===== config.mk =====
export PLATFORM = sky130hd
export DESIGN_NAME = requan_sched
export DESIGN_NICKNAME = d
export VERILOG_FILES = /design/src/rtl/requan_sched_pkg.sv /design/src/rtl/requan1.sv /design/src/rtl/requan_bias_buf.sv /design/src/rtl/requan_sched.sv
export SDC_FILE = /design/constraint.sdc
export NUM_CORES = 2
export LEC_CHECK = 0
export CORE_ASPECT_RATIO = 0.9
export CORE_MARGIN = 2
export CORE_UTILIZATION = 57
export DETAILED_ROUTE_END_ITERATION = 8
export GPL_TIMING_DRIVEN = 0
export PLACE_DENSITY = 0.74
export SLEW_MARGIN = 20
export SYNTH_ARGS = -nofsm -noshare
export SYNTH_HDL_FRONTEND = slang
export SYNTH_SLANG_ARGS = --single-unit

===== constraint.sdc =====
create_clock -name clk -period 6.97 [get_ports clk]
set_clock_uncertainty 0.05 [all_clocks]
set_input_delay 0.697 -clock clk [delete_from_list [all_inputs] [get_ports clk]]
set_output_delay 0.697 -clock clk [all_outputs]
set_load 0.02 [all_outputs]

===== src/rtl/requan_sched_pkg.sv =====
// Shared requantize-stage types, default geometry and the common 16-bit
// saturation helper used by every requantize datapath.
`ifndef HWORD
`define HWORD 16
`endif

package requan_sched_pkg;

    localparam int NUM_CH_DEF = 64;
    localparam int CH_W_DEF   = 6;
    localparam int PIX_W_DEF  = 16;

    typedef enum logic [1:0] {
        IDLE  = 2'd0,
        RUN   = 2'd1,
        DRAIN = 2'd2,
        DONE  = 2'd3
    } rq_state_e;

    // Clamp a 17-bit signed difference into the signed 16-bit range.
    function automatic logic [15:0] sat16(input logic signed [16:0] diff);
        if (diff <= -17'sd32768)
            return 16'h8000;
        else if (diff >= 17'sd32767)
            return 16'h7fff;
        else
            return diff[15:0];
    endfunction

endpackage


===== src/rtl/requan1.sv =====
// Requan1 stage: purely combinational subtract-and-saturate, or a straight
// pass-through when requantization is disabled.
`ifndef HWORD
`define HWORD 16
`endif

module requan1
    import requan_sched_pkg::*;
(
    input  logic [`HWORD-1:0] in_data,
    input  logic [`HWORD-1:0] bias,
    input  logic              do_requan,
    output logic [`HWORD-1:0] out_data
);

    logic signed [16:0] diff;

    assign diff     = $signed({in_data[15], in_data}) - $signed({bias[15], bias});
    assign out_data = do_requan ? sat16(diff) : in_data;

endmodule


===== src/rtl/requan_bias_buf.sv =====
// Per-output-channel bias register file: synchronous write, asynchronous
// read, cleared by reset.
module requan_bias_buf #(
    parameter int NUM_CH = 64,
    parameter int CH_W   = 6,
    parameter int W      = 16
) (
    input  logic            clk,
    input  logic            rst_n,
    input  logic            we,
    input  logic [CH_W-1:0] waddr,
    input  logic [W-1:0]    wdata,
    input  logic [CH_W-1:0] raddr,
    output logic [W-1:0]    rdata
);

    logic [NUM_CH-1:0][W-1:0] mem_q, mem_d;

    always_comb begin
        mem_d = mem_q;
        if (we)
            mem_d[waddr] = wdata;
    end

    always_ff @(posedge clk or negedge rst_n) begin
        if (!rst_n)
            mem_q <= '0;
        else
            mem_q <= mem_d;
    end

    assign rdata = mem_q[raddr];

endmodule


===== src/rtl/requan_sched.sv =====
// Requantize sequencer: walks a channel-innermost tile, applies the
// per-channel bias through Requan1 and drives a single output register.
`ifndef HWORD
`define HWORD 16
`endif

module requan_sched
    import requan_sched_pkg::*;
#(
    parameter int NUM_CH = NUM_CH_DEF,
    parameter int CH_W   = CH_W_DEF,
    parameter int PIX_W  = PIX_W_DEF
) (
    input  logic              clk,
    input  logic              rst_n,
    input  logic              start,
    input  logic [CH_W:0]     cfg_num_ch,
    input  logic [PIX_W-1:0]  cfg_num_pix,
    input  logic              cfg_do_requan,
    input  logic              bias_we,
    input  logic [CH_W-1:0]   bias_addr,
    input  logic [`HWORD-1:0] bias_wdata,
    input  logic              in_valid,
    output logic              in_ready,
    input  logic [`HWORD-1:0] in_data,
    output logic              out_valid,
    input  logic              out_ready,
    output logic [`HWORD-1:0] out_data,
    output logic              out_last,
    output logic              busy,
    output logic              done
);

    localparam logic [CH_W:0]    NCH_ONE = 1;
    localparam logic [CH_W-1:0]  CH_ONE  = 1;
    localparam logic [PIX_W-1:0] PIX_ONE = 1;

    rq_state_e          state_q, state_d;
    logic [CH_W-1:0]    ch_cnt_q, ch_cnt_d;
    logic [PIX_W-1:0]   pix_cnt_q, pix_cnt_d;
    logic [CH_W:0]      num_ch_q, num_ch_d;
    logic [PIX_W-1:0]   num_pix_q, num_pix_d;
    logic               do_requan_q, do_requan_d;
    logic               out_valid_q, out_valid_d;
    logic [`HWORD-1:0]  out_data_q, out_data_d;
    logic               out_last_q, out_last_d;

    logic [`HWORD-1:0]  bias_rd;
    logic [`HWORD-1:0]  rq_data;
    logic               bias_wen;
    logic               accept;
    logic               last_ch;
    logic               last_pix;

    // Bias updates are only safe while no tile is consuming the buffer.
    assign bias_wen = bias_we && (state_q == IDLE || state_q == DONE);

    requan_bias_buf #(
        .NUM_CH (NUM_CH),
        .CH_W   (CH_W),
        .W      (`HWORD)
    ) u_bias_buf (
        .clk    (clk),
        .rst_n  (rst_n),
        .we     (bias_wen),
        .waddr  (bias_addr),
        .wdata  (bias_wdata),
        .raddr  (ch_cnt_q),
        .rdata  (bias_rd)
    );

    requan1 u_requan1 (
        .in_data   (in_data),
        .bias      (bias_rd),
        .do_requan (do_requan_q),
        .out_data  (rq_data)
    );

    assign in_ready = (state_q == RUN) && (!out_valid_q || out_ready);
    assign accept   = in_valid && in_ready;
    assign last_ch  = ({1'b0, ch_cnt_q} == (num_ch_q - NCH_ONE));
    assign last_pix = (pix_cnt_q == (num_pix_q - PIX_ONE));

    always_comb begin
        state_d     = state_q;
        ch_cnt_d    = ch_cnt_q;
        pix_cnt_d   = pix_cnt_q;
        num_ch_d    = num_ch_q;
        num_pix_d   = num_pix_q;
        do_requan_d = do_requan_q;
        out_valid_d = out_valid_q;
        out_data_d  = out_data_q;
        out_last_d  = out_last_q;

        case (state_q)
            IDLE: begin
                if (start) begin
                    num_ch_d    = cfg_num_ch;
                    num_pix_d   = cfg_num_pix;
                    do_requan_d = cfg_do_requan;
                    ch_cnt_d    = '0;
                    pix_cnt_d   = '0;
                    if (cfg_num_ch == '0 || cfg_num_pix == '0)
                        state_d = DONE;
                    else
                        state_d = RUN;
                end
            end
            RUN: begin
                if (out_valid_q && out_ready) begin
                    out_valid_d = 1'b0;
                    out_last_d  = 1'b0;
                end
                // A new accept overrides the drain of the previous element.
                if (accept) begin
                    out_valid_d = 1'b1;
                    out_data_d  = rq_data;
                    out_last_d  = last_ch && last_pix;
                    if (last_ch) begin
                        ch_cnt_d  = '0;
                        pix_cnt_d = pix_cnt_q + PIX_ONE;
                    end else begin
                        ch_cnt_d  = ch_cnt_q + CH_ONE;
                    end
                    if (last_ch && last_pix)
                        state_d = DRAIN;
                end
            end
            DRAIN: begin
                if (out_valid_q && out_ready && out_last_q) begin
                    out_valid_d = 1'b0;
                    out_last_d  = 1'b0;
                    state_d     = DONE;
                end
            end
            DONE: begin
                ch_cnt_d  = '0;
                pix_cnt_d = '0;
                state_d   = IDLE;
            end
            default: state_d = IDLE;
        endcase
    end

    always_ff @(posedge clk or negedge rst_n) begin
        if (!rst_n) begin
            state_q     <= IDLE;
            ch_cnt_q    <= '0;
            pix_cnt_q   <= '0;
            num_ch_q    <= '0;
            num_pix_q   <= '0;
            do_requan_q <= 1'b0;
            out_valid_q <= 1'b0;
            out_data_q  <= '0;
            out_last_q  <= 1'b0;
        end else begin
            state_q     <= state_d;
            ch_cnt_q    <= ch_cnt_d;
            pix_cnt_q   <= pix_cnt_d;
            num_ch_q    <= num_ch_d;
            num_pix_q   <= num_pix_d;
            do_requan_q <= do_requan_d;
            out_valid_q <= out_valid_d;
            out_data_q  <= out_data_d;
            out_last_q  <= out_last_d;
        end
    end

    assign out_valid = out_valid_q;
    assign out_data  = out_data_q;
    assign out_last  = out_last_q;
    assign busy      = (state_q != IDLE);
    assign done      = (state_q == DONE);

endmodule


Word level (Yosys, flattened, before mapping)
Index checks and enable logic that the tools add are counted.
{"block": "word_totals", "regBits": 1090, "latch_bits": 0, "mem_bits_rw": 0, "mem_bits_ro": 0, "input_bits": 68, "out_inout_bits": 21, "word_cells": 145, "memories": 0}
{"block": "classes", "add_sub_neg": 5, "n_mul": 0, "div": 0, "n_lt_le_gt_ge": 5, "n_eq_ne": 11, "n_shift": 0, "mux": 28, "n_bitwise": 0, "n_reduce_logical": 23}
{"op": "bitwise mux 1024 bit", "count": 1}
{"op": "two-way mux 16 bit", "count": 8}
{"op": "binary-select mux 16 bit (select 6 bit)", "count": 1}
{"op": "demux 16 bit (select 6 bit)", "count": 1}
{"op": "one-hot mux 16 bit (3 select lines)", "count": 1}
{"op": "two-way mux 6 bit", "count": 3}
{"op": "one-hot mux 6 bit (3 select lines)", "count": 1}
{"op": "greater-or-equal comparator 17 x 16 -> 1 bit, second input constant", "count": 1}
{"op": "<= comparator 17 x 16 -> 1 bit, second input constant", "count": 1}
{"op": "subtractor 16 x 16 -> 17 bit", "count": 1}
{"op": "adder 16 x 1 -> 16 bit, second input constant", "count": 1}
{"op": "== test 16 bit", "count": 1}
{"op": "logical NOT 16 bit", "count": 1}
{"op": "subtractor 16 x 1 -> 16 bit, second input constant", "count": 1}
{"op": "less-than comparator 6 x 7 -> 1 bit, second input constant", "count": 2}
{"op": "two-way mux 2 bit", "count": 5}
{"op": "!= test 2 bit, second input constant", "count": 4}
{"op": "one-hot mux 2 bit (4 select lines)", "count": 1}
{"op": "AND reduction 4 bit", "count": 2}
{"op": "== test 6 x 7 -> 1 bit", "count": 1}
{"op": "logical AND 1 bit", "count": 7}
{"op": "logical NOT 7 bit", "count": 1}
{"op": "subtractor 7 x 1 -> 7 bit, second input constant", "count": 1}
{"op": "adder 6 x 1 -> 6 bit, second input constant", "count": 1}
{"op": "14 further kinds", "count": 24}

Longest topological paths before layout
{"block": "logic_depth", "depth_word": 7, "mapped_depth": 19, "depth_no_buf": 15}

Cells and area by module
From an unflattened synthesis, not the netlist that was laid out.
{"block": "hier_totals", "hier_cells": 3548, "area_unflattened_um2": 51768.4}
{"module": "requan_bias_buf", "n_inst": 1, "cells_per_inst": 3007, "area_per_inst_um2": 46900.0, "seq_area_each_um2": 25624.6}
{"module": "requan_sched", "n_inst": 1, "cells_per_inst": 360, "area_per_inst_um2": 3713.6, "seq_area_each_um2": 1651.6}
{"module": "requan1", "n_inst": 1, "cells_per_inst": 181, "area_per_inst_um2": 1154.9, "seq_area_each_um2": 0.0}

Least setup slack after synthesis
OpenSTA, ideal clock, no wires.
{"block": "synth_timing", "path_kind": "reg2reg", "start": "register ch_cnt_q[0]", "end": "register out_data_q[10] (netlist: out_data[10])", "setup_ns": 0.138, "arrival_ns": 5.508, "required_time_ns": 6.782, "path_slack_ns": 1.274, "stages_incl_launch_ff": 19, "n_path_buf": 4, "synth_period_minus_slack_ns": 5.696, "path_cell_list": "dfrtp_1 clkbuf_1 clkbuf_1 buf_1 mux4_2 mux4_2 mux4_2 inv_1 ha_1 a211oi_1 o21ai_0 a2111oi_0 o31ai_1 a21oi_1 xnor2_1 nor4b_1 o21ai_0 clkbuf_1 a31oi_1"}
{"block": "synth_between", "elab_chain_cells": 7, "word_cells_on_any_way": 8, "classes_between": "1 x add/sub; 2 x order compare; 5 x mux"}
{"element": "start: declaration", "line": "requan_sched.sv:39", "text": "logic [CH_W-1:0] ch_cnt_q, ch_cnt_d;"}
{"element": "start signal: assignment", "line": "requan_sched.sv:158", "text": "ch_cnt_q <= ch_cnt_d;"}
{"element": "binary-select mux 16 bit (select 6 bit) *", "line": "requan_bias_buf.sv:32", "text": "assign rdata = mem_q[raddr];"}
{"element": "two-way mux 16 bit (implied by the code) *", "line": "requan_bias_buf.sv:32"}
{"element": "subtractor 16 x 16 -> 17 bit *", "line": "requan1.sv:18", "text": "assign diff = $signed({in_data[15], in_data}) - $signed({bias[15], bias});"}
{"element": "greater-or-equal comparator 17 x 16 -> 1 bit", "line": "requan_sched_pkg.sv:24", "text": "else if (diff >= 17'sd32767)"}
{"element": "two-way mux 16 bit", "line": "requan_sched_pkg.sv:24"}
{"element": "two-way mux 16 bit *", "line": "requan_sched_pkg.sv:22", "text": "if (diff <= -17'sd32768)"}
{"element": "two-way mux 16 bit *", "line": "requan1.sv:19", "text": "assign out_data = do_requan ? sat16(diff) : in_data;"}
{"element": "end signal: assignment", "line": "requan_sched.sv:164", "text": "out_data_q <= out_data_d;"}
{"element": "end: declaration", "line": "requan_sched.sv:45", "text": "logic [`HWORD-1:0] out_data_q, out_data_d;"}
Mark *: on every way between the ends. The rest lies on a longest branch, timed or not. The select of a mux whose other input is x is not followed.
A chain may end at the register's enable or synchronous reset.

Worst setup path in the final report
{"block": "layout_timing", "start": "register ch_cnt_q[2]", "end": "register out_data_q[1] (netlist: out_data[1])"}
Same word-level chain as after synthesis.

==> impl_metrics.json <==
{
  "ff2ff_setup_slack_ps": 290,
  "min_period_ps": 6680,
  "drc_errors": 0,
  "synth_cells": 3316,
  "antenna_found_initial": 10,
  "register_area_mm2": 0.0273,
  "vias": 31000,
  "critPathMaxStageDelay_ps": 830,
  "portBuffers": 70,
  "fillers": 6236,
  "worstPathMaxFanout": 10,
  "nNetsFinal": 3599,
  "tightest_slew_ps": 1160,
  "synth_nets": 3410,
  "ys_types": 62,
  "path_clk_slew_ps": 60,
  "multiInputGateArea_mm2": 0.0226,
  "synth_edf_count": 0,
  "initial_core_util_pct": 57.3,
  "cp_slowest_cell": "clkbuf_1",
  "worstPathRequired_ps": 7460,
  "fmax_mhz": 150,
  "path_cells": "clkbuf_1 -> clkbuf_1 -> clkbuf_1 -> mux4_2 -> mux4_2 -> inv_1 -> ha_1 -> o21ai_0 -> o21ai_0 -> a2111oi_1 -> o31ai_1 -> a21oi_1 -> xnor2_1 -> nor4b_1 -> o21ai_1 -> clkbuf_1 -> a21oi_1",
  "regToRegEndpoint": "out_data[1]",
  "cts_max_level": 3,
  "grt_pass1_vias": 33300,
  "async_reset_ff_share_pct": 100,
  "gr-total-overflow": 0,
  "synth_area_leader_cell": "dfrtp_1",
  "gr-usage-all-layers_pct": 31.3,
  "finalSetupViolCount": 0,
  "syn_to_final_growth_pct": 12.0,
  "peakVddDrop_mv": 0.200,
  "die_h_um": 288,
  "clockBufferDepth": 3,
  "total_power_uw": 12700,
  "grt_max_degree": 164,
  "crit_top_cell": "clkbuf_1",
  "viasPerCell": 6.52,
  "antenna_left": 0,
  "synthFlopType": "dfrtp_1",
  "avgSynthCellArea_um2": 15.4,
  "cts_setup_buffers": 0,
  "holdPathEnd": "out_data[15]",
  "synth_area_leaders": "dfrtp_1, mux2_2, mux4_2, clkbuf_1, nor2_1",
  "cp-start-kind": "flip-flop",
  "p_leak_uw": 0.0273,
  "slew_headroom_pct": 22.5,
  "slew_violations": 0,
  "worstReg2RegStart": "ch_cnt_q[2]",
  "hold_viol": 0,
  "cts_sinks": 1090,
  "maxCapViolCount": 0,
  "reg2reg_depth": 17,
  "wl_mm": 141,
  "synth_top_cell_area_share_pct": 53.4,
  "drt_iter0_drc": 2850,
  "yosysMostFrequentCell": "dfrtp_1",
  "fin_hold_ws_ps": 438,
  "core_mm2": 0.0891,
  "ys_ff_latch": 1090,
  "worstHoldStart": "out_data[15]",
  "detail_route.wl_per_cell_um": 29.6,
  "die_w_um": 320,
  "worst_hold_path.num_cells": 1,
  "dp_hpwl_mm": 105,
  "dpl-instance-area_mm2": 0.0535,
  "finalCritPeriodShare_pct": 95.8,
  "synth_seq_area_share_pct": 53.4,
  "die_area_mm2": 0.0920,
  "critPathArrivalTime_ps": 7160,
  "gp_congestion": 0.965,
  "grt_pass1_wl_mm": 212,
  "drt_first_pass_iters": 5,
  "cts-buffers-inserted": 108,
  "synth_common_cells": "dfrtp_1, mux2_2, mux4_2, clkbuf_1, nor2_1",
  "hold_class": "flip-flop to flip-flop",
  "row_count": 104,
  "worst-setup-path-type": "flip-flop to flip-flop",
  "final_layout_size_suffix_gt1_share_pct": 45.8,
  "insertion_delay_ps": 700,
  "end_kind": "flip-flop",
  "startpoint": "ch_cnt_q[2]",
  "status": "completed",
  "power_density_mw_per_mm2": 222,
  "fin_util_pct": 64.2,
  "cts_tree": "done",
  "cts-root-buf": "clkbuf_16",
  "netlist_area_mm2": 0.0511,
  "ios": 89,
  "postLayoutCellArea_mm2": 0.0572,
  "ys_warn_count": 0
}
cell families after synthesis:
group                      synth area share (%)
muxes                                      38.1
DFF                                        53.4
buffers and inverters                      2.41
adders and majority gates                 0.651
and+or+nand+nor                            2.98
xor gates and xnor gates                  0.892
AOI/OAI and AO/OA                          1.60
worst max path at each step:
stage                            end  slack (ps)  depth (start not counted)
5_1_grt                  out_data[1]          -5                         18
3_5_place_dp             out_data[1]        -850                         18
3_3_place_gp   u_bias_buf.mem_q[104]      -39680                          1
2_1_floorplan           out_data[10]        1270                         18
6_report                 out_data[1]         290                         17
4_1_cts                  out_data[1]          80                         18
metrics by stage:
| step | std cells | setup TNS [ps] | worst slack, ps |
|---|---|---|---|
| 2_1_floorplan | 3316 | 0 | 1270 |
| 3_3_place_gp | 4552 | - | -39680 |
| 3_5_place_dp | 4560 | -10610 | -847 |
| 4_1_cts | 4757 | 0 | 79.9 |
| 5_1_grt | 4757 | -4.77 | -4.77 |
| 6_report | 4758 | 0 | 294 |
timing repair:
| item | in CTS | in global routing |
|---|---|---|
| cloned | 0 | 0 |
| gates resized for setup | 49 | 38 |
| hold buffers | 1 | 0 |
| hold endpoints to repair | 55 | 0 |
| setup endpoints to repair | 16 | 13 |
flip-flops by register name, summed over array words and instances, names as in the netlist, 2 cells and up:
register and cells:
num_ch_q 7, u_bias_buf.mem_q 1024, num_pix_q 16, state_q 2, out_data 16, ch_cnt_q 6, pix_cnt_q 16
where the power goes:
group          internal, uW  switching (uW)  leakage, uW
logic                   108             326       0.0103
clock network          3370            2510      0.00177
registers              6350            9.87       0.0152
cells in the final DEF (no fill, tap or decap), drive strengths merged, types with 13 or more instances in the layout:
cell,instances
a21oi,31
buf,40
clkbuf,421
clkdlybuf4s50,69
clkinv,20
dfrtp,1090
ha,25
inv,43
mux2,1051
mux4,336
nand2,72
nand2b,22
nand3,20
nor2,86
nor3,22
o21ai,31
o31ai,17
or3,13
xnor2,26
xor2,26
per-layer routing:
metal / wire (um) / global-route usage, % / part of all wire [%]
met2: 67800 / 50.7 / 48
met5: 91 / 0 / 0.065
met4: 6480 / 13.7 / 4.6
met3: 9610 / 6.49 / 6.8
met1: 56700 / 41.4 / 40
cell type report:
type	instances	area share, %
antenna	1	0.00437
buffer	287	2.14
clock buffer	167	5.65
clock inverter	29	0.604
inverter	40	0.262
multi-input combinational	1899	39.5
sequential	1090	47.7
tap	1166	2.55
timing repair buffer	79	1.63
critical path, delay by kind of cell (launching register included):
kind,cells,cell delay [ps]
compound gates,7,2080
xor+xnor,1,210
fa+ha+maj,1,280
buf+inv,5,2430
flops,1,320
mux,2,1020
simple gates,1,100
No activity file was read; power rests on OpenSTA's default activity.
